$ cat config.mk
export PLATFORM = sky130hd
export DESIGN_NAME = mem_arbiter
export DESIGN_NICKNAME = d
export VERILOG_FILES = /design/src/rtl/mem_arbiter.sv
export SDC_FILE = /design/constraint.sdc
export NUM_CORES = 1
export LEC_CHECK = 0
export CAP_MARGIN = 15
export CELL_PAD_IN_SITES_DETAIL_PLACEMENT = 2
export CELL_PAD_IN_SITES_GLOBAL_PLACEMENT = 2
export CORE_AREA = 2 2 338 340
export DETAILED_ROUTE_END_ITERATION = 8
export DIE_AREA = 0 0 340 342
export PLACE_DENSITY_LB_ADDON = 0.1
export REMOVE_ABC_BUFFERS = 1
export SYNTH_ARGS = -nofsm -noshare
export SYNTH_HDL_FRONTEND = slang
export SYNTH_SLANG_ARGS = --single-unit
export TNS_END_PERCENT = 20
$ cat constraint.sdc
create_clock -name clk -period 1.95 [get_ports clk]
set_input_delay 0.2925 -clock clk [delete_from_list [all_inputs] [get_ports clk]]
set_output_delay 0.2925 -clock clk [all_outputs]
set_load 0.01 [all_outputs]
$ cat src/rtl/mem_arbiter.sv
// Two-port (I/D cache) arbiter onto one slow memory: latches the winning command, one transfer at a time.
// Strobe 1 cycle after request; ready passes straight from memory; one IDLE bubble between transfers. Build option: MEM_ARB_RR_EN.
module mem_arbiter #(
    parameter int ADDR_W = 28,
    parameter int DATA_W = 128
) (
    input  logic              clk,
    input  logic              rst,
    input  logic              i_read,
    input  logic              i_write,
    input  logic [ADDR_W-1:0] i_addr,
    input  logic [DATA_W-1:0] i_wdata,
    output logic [DATA_W-1:0] i_rdata,
    output logic              i_ready,
    input  logic              d_read,
    input  logic              d_write,
    input  logic [ADDR_W-1:0] d_addr,
    input  logic [DATA_W-1:0] d_wdata,
    output logic [DATA_W-1:0] d_rdata,
    output logic              d_ready,
    output logic              mem_read,
    output logic              mem_write,
    output logic [ADDR_W-1:0] mem_addr,
    output logic [DATA_W-1:0] mem_wdata,
    input  logic [DATA_W-1:0] mem_rdata,
    input  logic              mem_ready
);

    typedef enum logic [1:0] {IDLE, SERVE_I, SERVE_D} state_t;

    state_t            state;
    logic              last_grant_d;
    logic              read_q;
    logic              write_q;
    logic [ADDR_W-1:0] addr_q;
    logic [DATA_W-1:0] wdata_q;

    logic i_req;
    logic d_req;
    logic grant_d;

    assign i_req = i_read | i_write;
    assign d_req = d_read | d_write;

`ifdef MEM_ARB_RR_EN
    // On a tie, hand the grant to whoever did not win last time.
    assign grant_d = d_req && (!i_req || !last_grant_d);
`else
    assign grant_d = d_req;
`endif

    always_ff @(posedge clk) begin
        if (rst) begin
            state        <= IDLE;
            last_grant_d <= 1'b0;
            read_q       <= 1'b0;
            write_q      <= 1'b0;
            addr_q       <= '0;
            wdata_q      <= '0;
        end else begin
            case (state)
                IDLE: begin
                    if (i_req || d_req) begin
                        state        <= grant_d ? SERVE_D : SERVE_I;
                        last_grant_d <= grant_d;
                        addr_q       <= grant_d ? d_addr  : i_addr;
                        wdata_q      <= grant_d ? d_wdata : i_wdata;
                        // A write takes precedence when both strobes are up.
                        write_q      <= grant_d ? d_write : i_write;
                        read_q       <= grant_d ? (d_read && !d_write) : (i_read && !i_write);
                    end
                end
                SERVE_I, SERVE_D: begin
                    if (mem_ready) begin
                        state   <= IDLE;
                        read_q  <= 1'b0;
                        write_q <= 1'b0;
                    end
                end
                default: state <= IDLE;
            endcase
        end
    end

    assign mem_read  = read_q;
    assign mem_write = write_q;
    assign mem_addr  = addr_q;
    assign mem_wdata = wdata_q;

    // last_grant always names the requester currently being served.
    assign i_ready = (state != IDLE) && !last_grant_d && mem_ready;
    assign d_ready = (state != IDLE) &&  last_grant_d && mem_ready;
    assign i_rdata = mem_rdata;
    assign d_rdata = mem_rdata;

endmodule

Yosys cells after proc, flatten, opt, wreduce, memory -nomap -nowiden
Cells that the tools add are included.
- register bits after elaboration: 161
- output and inout bits: 416
- input bits: 447
- word-level logic and storage cells: 42
- reductions and logical operators: 17
- mux-type cells: 13
- bitwise logic cells: 2
- equal/unequal tests: 4
- operators with widths (operator ; number):
    $mux 128 ; 1
    $mux 28 ; 1
    $logic_and 1x1->1 ; 6
    $mux 2 ; 3
    $mux 1 ; 5
    $ne 2x2->1 const B ; 2
    $pmux 1 s2 ; 2
    $pmux 2 s2 ; 1
    $reduce_and 2->1 ; 2
    $reduce_bool 2->1 ; 2
    $logic_not 1->1 ; 3
    $reduce_and 3->1 ; 1
    $eq 2x1->1 const B ; 1
    $eq 2x2->1 const B ; 1
    $logic_not 2->1 ; 1
    $or 1x1->1 ; 2
    $reduce_or 2->1 ; 1
    $logic_or 1x1->1 ; 1

Longest topological paths before layout
Gate-level depths: netlist of the first run.
- depth after elaboration: 5
- mapped depth: 8
- mapped depth without buffers: 5

Worst setup path before layout of the first run
Ideal clock, no wire load.
- kind: reg-to-reg
- from: register state[0]
- to: register wdata_q[0] (netlist: mem_wdata[0])
- buffers on the path: 3
- setup time: 0.089 ns
- arrival time: 1.462 ns
- cell stages (with the launch flop): 9
- required time: 1.861 ns
- period minus slack after synthesis: 1.550 ns
- slack: 0.400 ns
- cells stage by stage: dfxtp_1 > inv_1 > ha_1 > o41a_1 > buf_4 > buf_2 > buf_2 > nor2_1 > a311oi_2
- word-level cells in the longest chain between the ends: 2
- ends and longest elaborated chain (what ; line ; text):
    from (decl) ; 31 ; state_t state;
    from (signal assigned) ; 64 ; state <= grant_d ? SERVE_D : SERVE_I;
    $logic_not 2->1 ; 61 ; case (state)
    $reduce_and 2->1 (no line) ; -- ;
    to (signal assigned) ; 67 ; wdata_q <= grant_d ? d_wdata : i_wdata;
    to (decl) ; 36 ; logic [DATA_W-1:0] wdata_q;
Every way passes these cells.
A chain may end at the register's enable or synchronous reset.

Worst setup path in the final report of the first run
- from: register addr_q[13] (netlist: mem_addr[13])
- to: output mem_addr[13]
- RTL lines (what ; line ; text):
    from (decl) ; 35 ; logic [ADDR_W-1:0] addr_q;
    from (signal assigned) ; 66 ; addr_q <= grant_d ? d_addr : i_addr;
    to (decl) ; 23 ; output logic [ADDR_W-1:0] mem_addr,
No word-level cell between the ends.

==> flow_summary.toml, run 1 <==
[grt]
vias_in_the_first_global_route = 10643
number_of_antenna_violations_at_the_first_check_in_global_routing = 18
grt.total_usage_pct = 17.5
maximum_number_of_pins_on_one_net_before_global_route_repair = 43
global_route_wire_length_before_repair_um = 129000
grt_overflow = 0

[sta]
post-route-worst-setup-slack_ps = 91.3
final.period_utilization_pct = 95.3
final-max-slew-violation-count = 0
setup_violations = 0
max_freq_mhz = 538
period_needed_ps = 1860
rsz0062_at_grt = "true"
final_skew_ps = 11.0
finalHoldViolations = 0
max-slew-margin-rel_pct = 68.6
worst_slew_pin_slew_ps = 470

[place]
buffer_ports.inserted = 478
dp_worst_setup_slack_ps = -208
post-place-cells = 2878
place.detailed.hpwl_um = 85600
place.gp.congestion = 0.874

[floorplanning]
die_area_um2 = 116000
num_rows = 124
core_area_um2 = 113000
design.portCount = 863
die_w_um = 340
initial_standard_cell_utilization_of_the_core_pct = 8.78
die_h_um = 342

[run]
drv.max_cap_violation_count = 0

[pwr]
p_total_mw = 12.0
power_leakage_nw = 5.49
max-vdd-ir-drop_mv = 0.714
pwr_density_cell_nw_per_um2 = 766

[synthesis]
synthesis.yosys.warnings = 0
synth_compound_area_share_pct = 23.8
post_synth_num_cell_types = 27
synthAdderAreaFrac_pct = 0.252
synth_top_family_by_area = "buffers and inverters"
synth_seq_area_share_pct = 32.4
post_synth_xor_area_fraction_pct = 0
synth_area_um2 = 9930
yosys_register_bits = 161
synthesis.instances = 1163
basic_gate_share_of_the_synthesized_area_counting_and_or_nand_and_nor_cells_pct = 18.8
synthesis.area_per_instance_um2 = 8.54
post_synth_mux_area_share_pct = 0.315

[cts]
postCtsHoldBufs = 0
cts_tree = "built"
cts_max_path_buffers = 2
root_buffer = "sky130_fd_sc_hd__clkbuf_16"
numCtsBuffers = 17
htree_levels = 4
cts.clk_slew.worst_paths_ps = 80
clkSinkCount = 161
worst_skew_pair.late_latency_ps = 520

[final_layout]
n_fill_cell = 13039
fin_cells = 2911
fin_nets = 1837
drive_above_1_share_pct = 18.5
postLayoutCoreUtil_pct = 13.9
area.growth.synth_to_final_pct = 57.9

[setup_path]
critPathLaunchType = "register"
crit_chain = "clkdlybuf4s50_1"
worst-endpoint-arrival_ps = 1570
worst_path_largest_cell_delay_ps = 710
setup.worst_path.class = "reg -> out"
cp.required_ps = 1660
crit_buf_inv = 1
critical-path-top-delay-family = "buffers and inverters"
path_max_fanout = 2
cpMaxStageDelayCell = "sky130_fd_sc_hd__clkdlybuf4s50_1"
worstSetupEndpointType = "output port"

[drt]
route.antenna.remaining_nets = 0
routed_wirelength_normalized_by_instance_count_um = 36.1
drc_errors_left = 0
routed_via_density = 3.47
detail_route.wirelength_um = 105000
detailedRoute.firstPassIterationCount = 4
routed-via-count = 10087
drt_iter0_drc = 550

[worst_hold_path]
holdCritPathClass = "in -> reg"

[run_status]
run_status = "completed"
## layout by cell type (no fill, tap or decap), types with 2 or more instances in the layout
cell and count:
sky130_fd_sc_hd__diode_2 2, sky130_fd_sc_hd__nor2b_1 3, sky130_fd_sc_hd__nand2_1 312, sky130_fd_sc_hd__o2bb2ai_1 2, sky130_fd_sc_hd__dfxtp_1 161, sky130_fd_sc_hd__buf_2 2, sky130_fd_sc_hd__clkbuf_1 3, sky130_fd_sc_hd__dlygate4sd2_1 4
sky130_fd_sc_hd__buf_12 21, sky130_fd_sc_hd__buf_16 3, sky130_fd_sc_hd__nor3b_2 2, sky130_fd_sc_hd__nor2_1 158, sky130_fd_sc_hd__clkdlybuf4s50_1 467, sky130_fd_sc_hd__buf_6 3, sky130_fd_sc_hd__clkbuf_16 20, sky130_fd_sc_hd__nand2b_1 3
sky130_fd_sc_hd__buf_8 2, sky130_fd_sc_hd__a311oi_1 6, sky130_fd_sc_hd__dlymetal6s2s_1 4, sky130_fd_sc_hd__clkinvlp_4 2, sky130_fd_sc_hd__buf_4 41, sky130_fd_sc_hd__mux2i_1 2, sky130_fd_sc_hd__a311oi_2 150, sky130_fd_sc_hd__clkinv_2 4
sky130_fd_sc_hd__inv_1 3, sky130_fd_sc_hd__o21ai_0 3
## cell families (layout without fill, tap and decap cells)
kind of cell / count (synthesis) / count (layout)
other cells: 0 / 2
compound gates: 164 / 164
mux: 3 / 3
buf+inv: 347 / 581
simple gates: 486 / 486
flops: 161 / 161
fa+ha+maj: 2 / 2
## registers in the layout (all words and copies together) (netlist names)
name / cells
mem_addr: 28
last_grant_d: 1
mem_wdata: 128
mem_read: 1
mem_write: 1
state: 2
## repair_timing
action                     4_1_cts  5_1_grt
setup endpoints to repair       98      110
cloned                           0        3
hold endpoints to repair         0        0
setup buffers                    0        0
gates resized for setup         17       15
pin swaps                        0        0
## where the power goes
part / internal, mW / switching, mW / total, mW
combinational: 2.25 / 2.17 / 4.43
clock: 1.75 / 1.80 / 3.55
sequential: 3.76 / 0.278 / 4.04
## layout make-up
class,instances,area [um^2],area share (%)
Inverter,3,11.3,0.0718
Clock inverter,7,65.1,0.415
Clock buffer,21,450,2.87
Antenna cell,2,5.00,0.0319
Tap cell,1512,1890,12.1
Multi-Input combinational cell,655,4330,27.6
Timing Repair Buffer,550,5720,36.4
Sequential cell,161,3220,20.5
## path summary, 6_finish.rpt
path | cells past startpoint | slack [ps] | from | to
hold reg to reg | 2 | 490 | mem_read$_SDFFE_PP0P_ | mem_read$_SDFFE_PP0P_
hold / removal | 2 | 230 | rst | mem_wdata[97]$_SDFFE_PP0P_
setup / recovery | 1 | 90 | mem_addr[13]$_SDFFE_PP0P_ | mem_addr[13]
setup reg to reg | 7 | 100 | state[0]$_SDFFE_PP0P_ | mem_addr[26]$_SDFFE_PP0P_
## layer usage
| metal | track usage (%) | vias up | routed length [um] |
|---|---|---|---|
| li1 | - | 4114 | - |
| met1 | 15.6 | 4807 | 35700 |
| met2 | 23.5 | 1010 | 40700 |
| met3 | 21.5 | 100 | 24900 |
| met4 | 4.08 | 56 | 1650 |
| met5 | 13.3 | - | 2020 |
## synthesized netlist by cell type
library cell	instances	area [um^2]
sky130_fd_sc_hd__clkbuf_1	41	154
sky130_fd_sc_hd__o41a_1	1	11.3
sky130_fd_sc_hd__or3b_1	1	8.76
sky130_fd_sc_hd__nor3_1	1	5.00
sky130_fd_sc_hd__buf_2	29	145
sky130_fd_sc_hd__buf_4	257	1930
sky130_fd_sc_hd__a31oi_1	1	6.26
sky130_fd_sc_hd__or3_1	1	6.26
sky130_fd_sc_hd__o2bb2ai_1	2	17.5
sky130_fd_sc_hd__nand4_1	1	6.26
sky130_fd_sc_hd__buf_6	17	191
sky130_fd_sc_hd__nor2_1	159	597
sky130_fd_sc_hd__mux2i_1	2	20.0
sky130_fd_sc_hd__ha_1	2	25.0
sky130_fd_sc_hd__o21ai_0	3	15.0
sky130_fd_sc_hd__nand2_1	312	1170
sky130_fd_sc_hd__nand3_1	1	5.00
sky130_fd_sc_hd__or2_2	2	12.5
sky130_fd_sc_hd__inv_1	3	11.3
sky130_fd_sc_hd__o21ai_1	1	5.00
sky130_fd_sc_hd__mux2_2	1	11.3
sky130_fd_sc_hd__a311oi_2	150	2250
sky130_fd_sc_hd__nor2b_1	3	18.8
sky130_fd_sc_hd__dfxtp_1	161	3220
sky130_fd_sc_hd__nor3b_1	2	15.0
sky130_fd_sc_hd__nand2b_1	3	18.8
sky130_fd_sc_hd__a311oi_1	6	52.6
## through the flow
stage	instance area [um^2]	setup TNS (ps)	hold slack (ps)
3_3_place_gp	15000	-22670	480
2_1_floorplan	7510	-1183450	360
4_1_cts	15600	-15.7	216
6_report	15700	0	233
3_5_place_dp	15000	-19100	479
5_1_grt	15700	-89.2	239
(Power assumes the default switching activity.)
==> run 2, diff against run 1 <==
- CTS_CLUSTER_DIAMETER: not set -> 40
- MAX_ROUTING_LAYER: not set -> met4
- RECOVER_POWER: not set -> 25
==> flow_summary.toml, run 2 (synthesis results as in run 1) <==
[cts]
numCtsBuffers = 17
root_buffer = "sky130_fd_sc_hd__clkbuf_16"
worst_skew_pair.late_latency_ps = 520
clkSinkCount = 161
cts.clk_slew.worst_paths_ps = 80
postCtsHoldBufs = 0
htree_levels = 4
cts_max_path_buffers = 2
cts_tree = "built"

[pwr]
power_leakage_nw = 5.49
pwr_density_cell_nw_per_um2 = 765
max-vdd-ir-drop_mv = 0.713
p_total_mw = 12.0

[floorplanning]
core_area_um2 = 113000
num_rows = 124
initial_standard_cell_utilization_of_the_core_pct = 8.78
die_h_um = 342
die_w_um = 340
die_area_um2 = 116000
design.portCount = 863

[place]
detailed_place.area_um2 = 15000
post-place-cells = 2878
place.gp.congestion = 0.888
dp_worst_setup_slack_ps = -208
buffer_ports.inserted = 478
place.detailed.hpwl_um = 85600

[grt]
grt_overflow = 0
maximum_number_of_pins_on_one_net_before_global_route_repair = 43
grt.total_usage_pct = 18.1
number_of_antenna_violations_at_the_first_check_in_global_routing = 17
vias_in_the_first_global_route = 10593
global_route_wire_length_before_repair_um = 129000

[final_layout]
drive_above_1_share_pct = 18.5
fin_cells = 2925
final_cell_area_um2 = 15700
final_common_cell = "sky130_fd_sc_hd__clkdlybuf4s50_1"
largest_register_ffs = 128
postLayoutCoreUtil_pct = 13.9
area.growth.synth_to_final_pct = 58.1
fin_nets = 1837
commonest_non_fill_non_tap_cells_in_the_layout = "sky130_fd_sc_hd__clkdlybuf4s50_1 (467), sky130_fd_sc_hd__nand2_1 (312), sky130_fd_sc_hd__dfxtp_1 (161), sky130_fd_sc_hd__nor2_1 (158), sky130_fd_sc_hd__a311oi_2 (150)"

[sta]
worst_slew_pin_slew_ps = 474
max-slew-margin-rel_pct = 68.4
final_skew_ps = 11.3
final-max-slew-violation-count = 0
period_needed_ps = 1860
rsz0062_at_grt = "false"
max_freq_mhz = 538
final.period_utilization_pct = 95.4
fin_setup_tns_ps = 0
hold_slack_ps = 240
finalHoldViolations = 0
post-route-worst-setup-slack_ps = 89.8
setup_violations = 0

[drt]
detailedRoute.firstPassIterationCount = 5
routed-via-count = 10082
routed_wirelength_normalized_by_instance_count_um = 36.2
route.antenna.remaining_nets = 0
drc_errors_left = 0
routed_via_density = 3.45
drt_iter0_drc = 578
detail_route.wirelength_um = 106000

[setup_path]
worst-endpoint-arrival_ps = 1570
crit_buf_inv = 1
cp.required_ps = 1660
worst_path_largest_cell_delay_ps = 710
cpMaxStageDelayCell = "sky130_fd_sc_hd__clkdlybuf4s50_1"
setup.worst_path.class = "reg -> out"
critPathLaunchType = "register"
path_max_fanout = 2
crit_chain = "clkdlybuf4s50_1"
critical-path-top-delay-family = "buffers and inverters"
worstSetupEndpointType = "output port"

[worst_hold_path]
holdCritPathClass = "in -> reg"

[run]
drv.max_cap_violation_count = 0

[run_status]
run_status = "completed"
[run 2: changes by cell type in the layout (fill, tap and decap cells not counted)]
cell / previous run / this run
sky130_fd_sc_hd__buf_8: 2 / 1
sky130_fd_sc_hd__buf_4: 41 / 42
sky130_fd_sc_hd__diode_2: 2 / 16
sky130_fd_sc_hd__buf_16: 3 / 2
sky130_fd_sc_hd__buf_12: 21 / 22
[run 2: cell type report]
cell class | count | area [um^2]
clock inverters | 7 | 65.1
inverters | 3 | 11.3
repair buffers | 550 | 5700
clock buffers | 21 | 450
diodes | 16 | 40.0
fillers | 13040 | 97400
multi-input cells | 655 | 4330
well taps | 1512 | 1890
flip-flops and latches | 161 | 3220
[run 2: path summary, 6_finish.rpt]
| path | startpoint | endpoint | slack [ps] | cells after the start |
|---|---|---|---|---|
| worst max register to register | state[0]$_SDFFE_PP0P_ | mem_wdata[42]$_SDFFE_PP0P_ | 130 | 7 |
| worst min register to register | mem_read$_SDFFE_PP0P_ | mem_read$_SDFFE_PP0P_ | 490 | 2 |
| worst max-delay path | mem_addr[13]$_SDFFE_PP0P_ | mem_addr[13] | 90 | 1 |
| worst min-delay path | rst | mem_wdata[97]$_SDFFE_PP0P_ | 240 | 2 |
[run 2: report_power, final]
part | switching, mW | internal [mW] | total (mW)
registers | 0.280 | 3.76 | 4.04
logic | 2.19 | 2.24 | 4.43
clock network | 1.80 | 1.75 | 3.55
total | 4.27 | 7.76 | 12.0
[run 2: worst reg2reg max path, stage by stage (launching register included)]
cell                        delay, ps
sky130_fd_sc_hd__dfxtp_1          300
sky130_fd_sc_hd__inv_1            130
sky130_fd_sc_hd__ha_4             220
sky130_fd_sc_hd__o41a_4           260
sky130_fd_sc_hd__clkbuf_16        260
sky130_fd_sc_hd__buf_4            240
sky130_fd_sc_hd__nor2_1            70
sky130_fd_sc_hd__a311oi_2         250
[run 2: routing by layer]
layer | up-vias | GRT usage [%] | part of all wire, %
li1 | 4135 | - | -
met2 | 1060 | 24.0 | 39
met3 | 52 | 22.0 | 25
met5 | - | - | 0
met1 | 4835 | 16.4 | 34
met4 | 0 | 3.36 | 1.0
[run 2: timing repair]
action / 4_1_cts / 5_1_grt
setup endpoints to repair: 98 / 108
cloned: 0 / 3
setup buffers: 0 / 0
resized for setup: 17 / 12
endpoints found under the hold margin: 0 / 0
